[config.mk]
export PLATFORM = sky130hd
export DESIGN_NAME = rf_wb_arbiter
export DESIGN_NICKNAME = d
export VERILOG_FILES = /design/src/rtl/rf_wb_arbiter.sv
export SDC_FILE = /design/constraint.sdc
export NUM_CORES = 1
export LEC_CHECK = 0
export BUFFER_PORTS_ARGS = -buffer_cell sky130_fd_sc_hd__buf_2
export CAP_MARGIN = 30
export CORE_ASPECT_RATIO = 1.2
export CORE_MARGIN = 3
export CORE_UTILIZATION = 43
export CTS_CLUSTER_DIAMETER = 50
export DETAILED_ROUTE_END_ITERATION = 8
export PLACE_DENSITY = 0.81
export SLEW_MARGIN = 25
export SYNTH_ARGS = -nofsm -noshare
export SYNTH_HDL_FRONTEND = slang
export SYNTH_SLANG_ARGS = --single-unit
[constraint.sdc]
create_clock -name clk -period 3.21 [get_ports clk]
set_clock_uncertainty 0.15 [all_clocks]
set_input_delay 0.1605 -clock clk [delete_from_list [all_inputs] [get_ports clk]]
set_output_delay 0.1605 -clock clk [all_outputs]
set_load 0.02 [all_outputs]
[src/rtl/rf_wb_arbiter.sv]
// Round-robin arbiter that shares the single register-file write port among NREQ writeback sources.
// Optional same-cycle forwarding of the registered write is enabled by defining RF_WB_FWD_EN.
module rf_wb_arbiter #(
  parameter int NREQ = 3,
  parameter int AW   = 5,
  parameter int DW   = 32
) (
  input  logic               clk,
  input  logic               rst,
  input  logic [NREQ-1:0]    req_valid,
  input  logic [NREQ*AW-1:0] req_addr,
  input  logic [NREQ*DW-1:0] req_data,
  output logic [NREQ-1:0]    req_ready,
  output logic               rf_we,
  output logic [AW-1:0]      rf_wa,
  output logic [DW-1:0]      rf_wd,
`ifdef RF_WB_FWD_EN
  input  logic [AW-1:0]      fwd_ra1,
  input  logic [AW-1:0]      fwd_ra2,
  output logic               fwd1_hit,
  output logic               fwd2_hit,
  output logic [DW-1:0]      fwd1_data,
  output logic [DW-1:0]      fwd2_data,
`endif
  output logic               busy
);

  localparam int PW = $clog2(NREQ);

  logic [PW-1:0] rr_ptr_q, rr_ptr_d;
  logic          rf_we_q, rf_we_d;
  logic [AW-1:0] rf_wa_q, rf_wa_d;
  logic [DW-1:0] rf_wd_q, rf_wd_d;
  logic          busy_q, busy_d;

  logic          xfer;
  logic [PW-1:0] gnt_idx;
  logic [PW:0]   scan;
  logic [AW-1:0] sel_addr;
  logic [DW-1:0] sel_data;

  // Scan from rr_ptr with wraparound; the first valid requester wins. Address/data only feed the mux.
  always_comb begin
    req_ready = '0;
    xfer      = 1'b0;
    gnt_idx   = '0;
    scan      = '0;
    sel_addr  = '0;
    sel_data  = '0;
    if (!rst) begin
      for (int k = 0; k < NREQ; k++) begin
        scan = {1'b0, rr_ptr_q} + (PW+1)'(k);
        if (scan >= (PW+1)'(NREQ)) scan = scan - (PW+1)'(NREQ);
        if (!xfer && req_valid[scan[PW-1:0]]) begin
          xfer    = 1'b1;
          gnt_idx = scan[PW-1:0];
        end
      end
      if (xfer) req_ready[gnt_idx] = 1'b1;
    end
    for (int i = 0; i < NREQ; i++) begin
      if (gnt_idx == PW'(i)) begin
        sel_addr = req_addr[i*AW +: AW];
        sel_data = req_data[i*DW +: DW];
      end
    end
  end

  // Writes to r0 are consumed and advance the pointer but never reach the regfile.
  always_comb begin
    rr_ptr_d = rr_ptr_q;
    rf_we_d  = 1'b0;
    rf_wa_d  = rf_wa_q;
    rf_wd_d  = rf_wd_q;
    busy_d   = |req_valid;
    if (xfer) begin
      rr_ptr_d = (gnt_idx == PW'(NREQ-1)) ? '0 : gnt_idx + PW'(1);
      if (sel_addr != '0) begin
        rf_we_d = 1'b1;
        rf_wa_d = sel_addr;
        rf_wd_d = sel_data;
      end
    end
  end

  always_ff @(posedge clk) begin
    if (rst) begin
      rr_ptr_q <= '0;
      rf_we_q  <= 1'b0;
      rf_wa_q  <= '0;
      rf_wd_q  <= '0;
      busy_q   <= 1'b0;
    end else begin
      rr_ptr_q <= rr_ptr_d;
      rf_we_q  <= rf_we_d;
      rf_wa_q  <= rf_wa_d;
      rf_wd_q  <= rf_wd_d;
      busy_q   <= busy_d;
    end
  end

  assign rf_we = rf_we_q;
  assign rf_wa = rf_wa_q;
  assign rf_wd = rf_wd_q;
  assign busy  = busy_q;

`ifdef RF_WB_FWD_EN
  // Bridges the half cycle before the regfile commits on the falling edge.
  assign fwd1_hit  = rf_we_q && (rf_wa_q == fwd_ra1) && (fwd_ra1 != '0);
  assign fwd2_hit  = rf_we_q && (rf_wa_q == fwd_ra2) && (fwd_ra2 != '0);
  assign fwd1_data = fwd1_hit ? rf_wd_q : '0;
  assign fwd2_data = fwd2_hit ? rf_wd_q : '0;
`endif

endmodule

==> results of run 1 <==
[through the flow]
stage / power (uW) / util, %
after CTS: 2330 / 62.6
after global routing: 2460 / 62.6
final: 2300 / 62.6
after global placement: 1900 / 60.4
after floorplan: 1580 / -
after detailed placement: 1930 / 60.5
[power breakdown]
| group | leakage, uW | internal [uW] | total [uW] | switching (uW) |
|---|---|---|---|---|
| sequential | 0.000339 | 642 | 702 | 60.1 |
| combinational | 0.00116 | 486 | 1210 | 724 |
| clock | 0.0000540 | 226 | 389 | 163 |
| total | 0.00156 | 1350 | 2300 | 947 |
[layout by cell type, fill, tap and decap left out, types with 2 or more instances in the layout]
cell,netlist,routed
nor2_1,11,9
o21a_1,2,2
and2b_1,2,2
o211ai_1,3,3
a21oi_1,4,4
dfxtp_1,41,41
buf_2,0,157
a21boi_1,3,3
o32ai_1,8,8
a211oi_2,3,3
buf_4,3,6
buf_12,0,2
inv_1,38,38
nor3_1,2,2
o21ai_0,2,2
or2_2,4,4
o32ai_2,26,26
a222oi_1,32,32
nand2_1,2,2
ha_1,2,2
clkbuf_8,0,5
nand2b_1,4,4
o22a_1,2,2
[worst max-delay path: stages, from the launching register on]
cell and delay, ps:
dfxtp_1 330, inv_1 60, ha_1 370, and2b_1 210, o21a_1 190, nor2_1 480, o32a_1 320, o32ai_1 140
a31oi_4 280, buf_12 230, o32ai_2 100
[cells in the mapped netlist (2+ instances only)]
library cell   n  share of area [%]
buf_6          4                1.8
o21ai_0        2               0.41
inv_1         38                5.8
ha_1           2                1.0
clkbuf_1      15                2.3
or2_2          4                1.0
a211oi_2       3                1.5
dfxtp_1       41                 34
a21boi_1       3               0.92
a21oi_1        4               0.82
o21a_1         2               0.61
o32ai_1        8                2.9
and2b_1        2               0.61
o211ai_1       3               0.92
a222oi_1      32                 13
o32ai_2       26                 17
o22a_1         2               0.72
nor2_1        11                1.7
nand2b_1       4                1.0
nor3_1         2               0.41
nand2_1        2               0.31
buf_4          3               0.92
[kinds of logic (layout without fill, tap and decap cells)]
family / count (synthesis) / after routing / share of synthesized area (%)
DFF: 41 / 41 / 33.6
adders and majority gates: 2 / 2 / 1.02
buffers and inverters: 62 / 212 / 11.2
AOI/OAI and AO/OA: 101 / 101 / 46.7
and+or+nand+nor: 32 / 32 / 7.43
[what timing repair did]
item | CTS | global route
gates resized for setup | 0 | 0
hold buffers | 1 | 0
hold endpoints to repair | 1 | 0
[worst max path at each step]
| stage | depth (start not counted) | slack (ps) | endpoint |
|---|---|---|---|
| after detailed placement | 10 | 260 | rf_wd[3]$_SDFFE_PP0P_ |
| after global placement | 8 | 340 | rf_wd[21]$_SDFFE_PP0P_ |
| after floorplan | 10 | 490 | rf_wd[10]$_SDFFE_PP0P_ |
| final | 10 | 210 | rf_wd[15]$_SDFFE_PP0P_ |
| after global routing | 10 | 30 | rf_wd[1]$_SDFFE_PP0P_ |
| after CTS | 10 | 240 | rf_wd[3]$_SDFFE_PP0P_ |
[routing by layer]
layer | track usage (%) | vias up | wire length (um) | share of wire [%]
met2 | 39.2 | 110 | 3820 | 54
met1 | 24.3 | 1194 | 2690 | 38
met3 | 5.57 | 6 | 497 | 7.0
li1 | - | 1261 | - | -
met4 | 6.80 | 0 | 69 | 0.98
met5 | 0 | - | 0 | 0
[cell type report]
type	count	area [sq um]
Tap cell	62	77.6
Timing Repair Buffer	166	881
Sequential cell	41	821
Multi-Input combinational cell	135	1360
Fill cell	454	2020
Clock buffer	5	68.8
Inverter	39	146
Clock inverter	2	35.0
[registers in the layout, indices dropped and copies added, names as in the netlist]
signal	cells
busy	1
rf_wa	5
rf_wd	32
rf_we	1
rr_ptr_q	2
==> impl_metrics.py, run 1 <==
metrics = {
    "status": {
        "status": "complete, no violations",
    },
    "logic_synthesis": {
        "synthFlopType": "dfxtp_1",
        "synth_edf_count": 0,
        "synth_cell_type_count": 47,
        "ys_seq_elements": 41,
        "synth_seq_area_share_pct": 33.6,
        "avgSynthCellArea_sq_um": 10.3,
        "synthCells": 238,
        "synthArstFlopShare_pct": 0,
        "yosysWarnings": 0,
        "syn_area_sq_um": 2440,
        "syn_nets": 356,
    },
    "placed_design": {
        "gp_congestion": 0.828,
        "dp_hpwl_mm": 5.36,
        "detailedPlace.worstSlack_ps": 257,
        "placed_area_sq_um": 3270,
        "placed_cells": 442,
        "portBuffers": 157,
    },
    "layout": {
        "area_delta_synth_final_pct": 38.7,
        "final_cell_area_sq_um": 3390,
        "final_cells": 450,
        "nNetsFinal": 506,
        "drive_above_1_share_pct": 56.2,
        "diodes": 0,
    },
    "die": {
        "rows": 29,
        "dieArea_sq_um": 6620,
        "core_area_sq_um": 5410,
        "die_h_um": 88.6,
        "ios": 158,
        "die_w_um": 74.8,
        "start_util_pct": 45.2,
    },
    "clock_network": {
        "htree_levels": 2,
        "clockBufferDepth": 2,
        "cts_buffers": 5,
        "cts.clk_slew.worst_paths_ps": 80,
        "cts_sinks": 41,
        "post_cts_buffers": 0,
        "cts_tree": "done",
        "worstSkewPairLatency_ps": 280,
        "root_buffer": "clkbuf_8",
    },
    "routing": {
        "drt_iter0_markers": 174,
        "via_per_inst": 5.71,
        "routed_wl_mm": 7.08,
        "drt_pre_antenna_iters": 8,
        "dr_total_vias": 2571,
        "drc_errors": 0,
        "antenna_left": 0,
        "wl_per_cell_um": 15.7,
    },
    "power": {
        "power_density_nw_per_um2": 679,
        "p_leak_uw": 0.00156,
        "max-vdd-ir-drop_v": 0.000358,
    },
    "critical_path": {
        "cp_data_arrival_time_ps": 3000,
        "cp-end-kind": "flop",
        "crit_fanout": 26,
        "regToRegStartpoint": "rr_ptr_q[0]$_SDFFE_PP0P_",
        "rr_worst_depth": 10,
        "required_ps": 3210,
        "crit_start": "rr_ptr_q[0]$_SDFFE_PP0P_",
        "cp-start-kind": "flop",
        "r2r_slack_ps": 210,
        "r2r_end": "rf_wd[15]$_SDFFE_PP0P_",
        "critPathKind": "reg2reg",
    },
    "timing": {
        "fin_crit_sh_pct": 93.6,
        "fmax_ghz": 0.333,
        "drv_slew": 0,
        "finalCriticalPeriod_ps": 3000,
        "layout_setup_ws_ps": 206,
        "relSlewSlack_pct": 39.0,
        "hold_viol_final": 0,
        "rsz0062_at_grt": "false",
        "tightest_slew_ps": 914,
        "finalSetupTns_ps": 0,
        "whs_ps": 10.8,
        "setup_viol": 0,
    },
    "grt": {
        "grt_pass1_vias": 2455,
        "overflow": 0,
        "antenna_found_initial": 0,
        "grtUsageTotal_pct": 21.6,
        "grt_pass1_wl_mm": 11.1,
        "grt_max_degree": 35,
    },
    "hold_path": {
        "hold_depth": 3,
        "hold_path.class": "in2reg",
        "whs_endpoint": "rf_wd[27]$_SDFFE_PP0P_",
        "hp-start": "req_data[91]",
    },
    "job": {
        "maxCapViolations": 0,
    },
}
Power figures use the tool's default switching activity.
==> run 2, diff against run 1 <==
GPL_TIMING_DRIVEN = 1   (was not set)
RECOVER_POWER = 25   (was not set)
clock period = 3 ns   (was 3.21 ns; I/O delays follow)
==> impl_metrics.py, run 2 (synthesis results as in run 1) <==
metrics = {
    "die": {
        "die_h_um": 88.6,
        "rows": 29,
        "dieArea_sq_um": 6620,
        "core_area_sq_um": 5410,
        "start_util_pct": 45.2,
        "ios": 158,
        "die_w_um": 74.8,
    },
    "clock_network": {
        "root_buffer": "clkbuf_8",
        "cts_tree": "done",
        "cts_buffers": 5,
        "htree_levels": 2,
        "cts_sinks": 41,
        "clockBufferDepth": 2,
        "cts.clk_slew.worst_paths_ps": 80,
        "post_cts_buffers": 0,
        "worstSkewPairLatency_ps": 280,
    },
    "timing": {
        "drv_slew": 0,
        "fmax_ghz": 0.353,
        "finalCriticalPeriod_ps": 2830,
        "fin_crit_sh_pct": 94.5,
        "hold_viol_final": 0,
        "tightest_slew_ps": 422,
        "finalSetupTns_ps": 0,
        "setup_viol": 0,
        "relSlewSlack_pct": 71.9,
        "layout_setup_ws_ps": 165,
    },
    "layout": {
        "largest_register_ffs": 32,
        "nNetsFinal": 514,
        "final_cell_mix": "buf_2 (137), dfxtp_1 (41), inv_1 (38)",
        "diodes": 0,
        "drive_above_1_share_pct": 51.5,
        "seqCellArea_sq_um": 821,
        "area_delta_synth_final_pct": 42.0,
        "fillCellCount": 442,
        "multi_input_area_sq_um": 1380,
        "final_common_cell": "buf_2",
    },
    "grt": {
        "grtUsageTotal_pct": 22.4,
        "grt_pass1_vias": 2513,
        "antenna_found_initial": 0,
        "overflow": 0,
        "grt_pass1_wl_mm": 11.6,
        "grt_max_degree": 34,
    },
    "critical_path": {
        "required_ps": 3040,
        "crit_fanout": 24,
        "critPathKind": "reg2reg",
        "cp_data_arrival_time_ps": 2880,
        "cp-start-kind": "flop",
        "cp-end-kind": "flop",
    },
    "routing": {
        "drt_iter0_markers": 227,
        "routed_wl_mm": 7.80,
        "wl_per_cell_um": 17.0,
        "antenna_left": 0,
        "dr_total_vias": 2729,
        "via_per_inst": 5.96,
        "drt_pre_antenna_iters": 6,
        "drc_errors": 0,
    },
    "placed_design": {
        "portBuffers": 157,
        "gp_congestion": 0.791,
        "dp_hpwl_mm": 5.75,
        "detailedPlace.worstSlack_ps": 60.5,
    },
    "power": {
        "p_leak_uw": 0.00152,
        "power_density_nw_per_um2": 708,
        "max-vdd-ir-drop_v": 0.000341,
    },
    "job": {
        "maxCapViolations": 0,
    },
    "status": {
        "status": "complete, no violations",
    },
    "hold_path": {
        "hold_path.class": "in2reg",
    },
}
[run 2: area by class of cell]
type | count | area share, %
repair buffers | 174 | 27.7
flip-flops and latches | 41 | 23.7
inverters | 39 | 4.22
clock inverters | 1 | 0.253
multi-input cells | 135 | 39.9
clock buffers | 6 | 2.09
well taps | 62 | 2.24
[run 2: metrics by stage]
stage | util (%) | std cells | power [uW] | hold slack, ps | instance area (sq um)
2_1_floorplan | - | 238 | 1690 | 120 | 2440
3_3_place_gp | 61.1 | 445 | 2040 | 275 | 3300
3_5_place_dp | 61.1 | 445 | 2080 | 282 | 3300
4_1_cts | 63.5 | 457 | 2440 | 1.05 | 3430
5_1_grt | 64.2 | 458 | 2620 | 12.8 | 3470
6_report | 64.2 | 458 | 2460 | 4.53 | 3470
[run 2: per-layer routing]
| layer | wire length [um] | share of wire [%] | up-vias | track usage, % |
|---|---|---|---|---|
| li1 | - | - | 1275 | - |
| met1 | 2940 | 38 | 1313 | 26.9 |
| met2 | 4210 | 54 | 126 | 40.0 |
| met4 | 140 | 1.8 | 0 | 6.31 |
| met5 | 0 | 0 | - | 0 |
| met3 | 500 | 6.4 | 15 | 4.55 |
[run 2: critical path: stages, from the launching register on]
cell and delay (ps):
dfxtp_1 380, inv_1 80, ha_1 280, and2_4 220, o21ai_4 150, nand3_4 140, o32a_4 360, a2111oi_4 370
a31oi_4 170, buf_12 200, o32ai_1 230
[run 2: power by group]
part	switching, uW	total [uW]	internal (uW)
sequential	72.1	759	687
clock	186	347	161
combinational	801	1350	548
total	1060	2460	1400
[run 2: repair_timing]
action / in CTS / in global routing
endpoints found under the hold margin: 5 / 0
gates resized for setup: 0 / 5
hold buffers: 5 / 0
setup endpoints to repair: 0 / 38
[run 2: path summary, 6_finish.rpt]
check,start,endpoint,slack (ps),depth (start not counted)
worst max register to register,rr_ptr_q[1]$_SDFFE_PP0P_,rf_wd[3]$_SDFFE_PP0P_,170,10
worst max-delay path,rr_ptr_q[1]$_SDFFE_PP0P_,rf_wd[3]$_SDFFE_PP0P_,170,10
worst min register to register,rf_wd[30]$_SDFFE_PP0P_,rf_wd[30]$_SDFFE_PP0P_,330,2
worst min-delay path,req_data[91],rf_wd[27]$_SDFFE_PP0P_,5,3
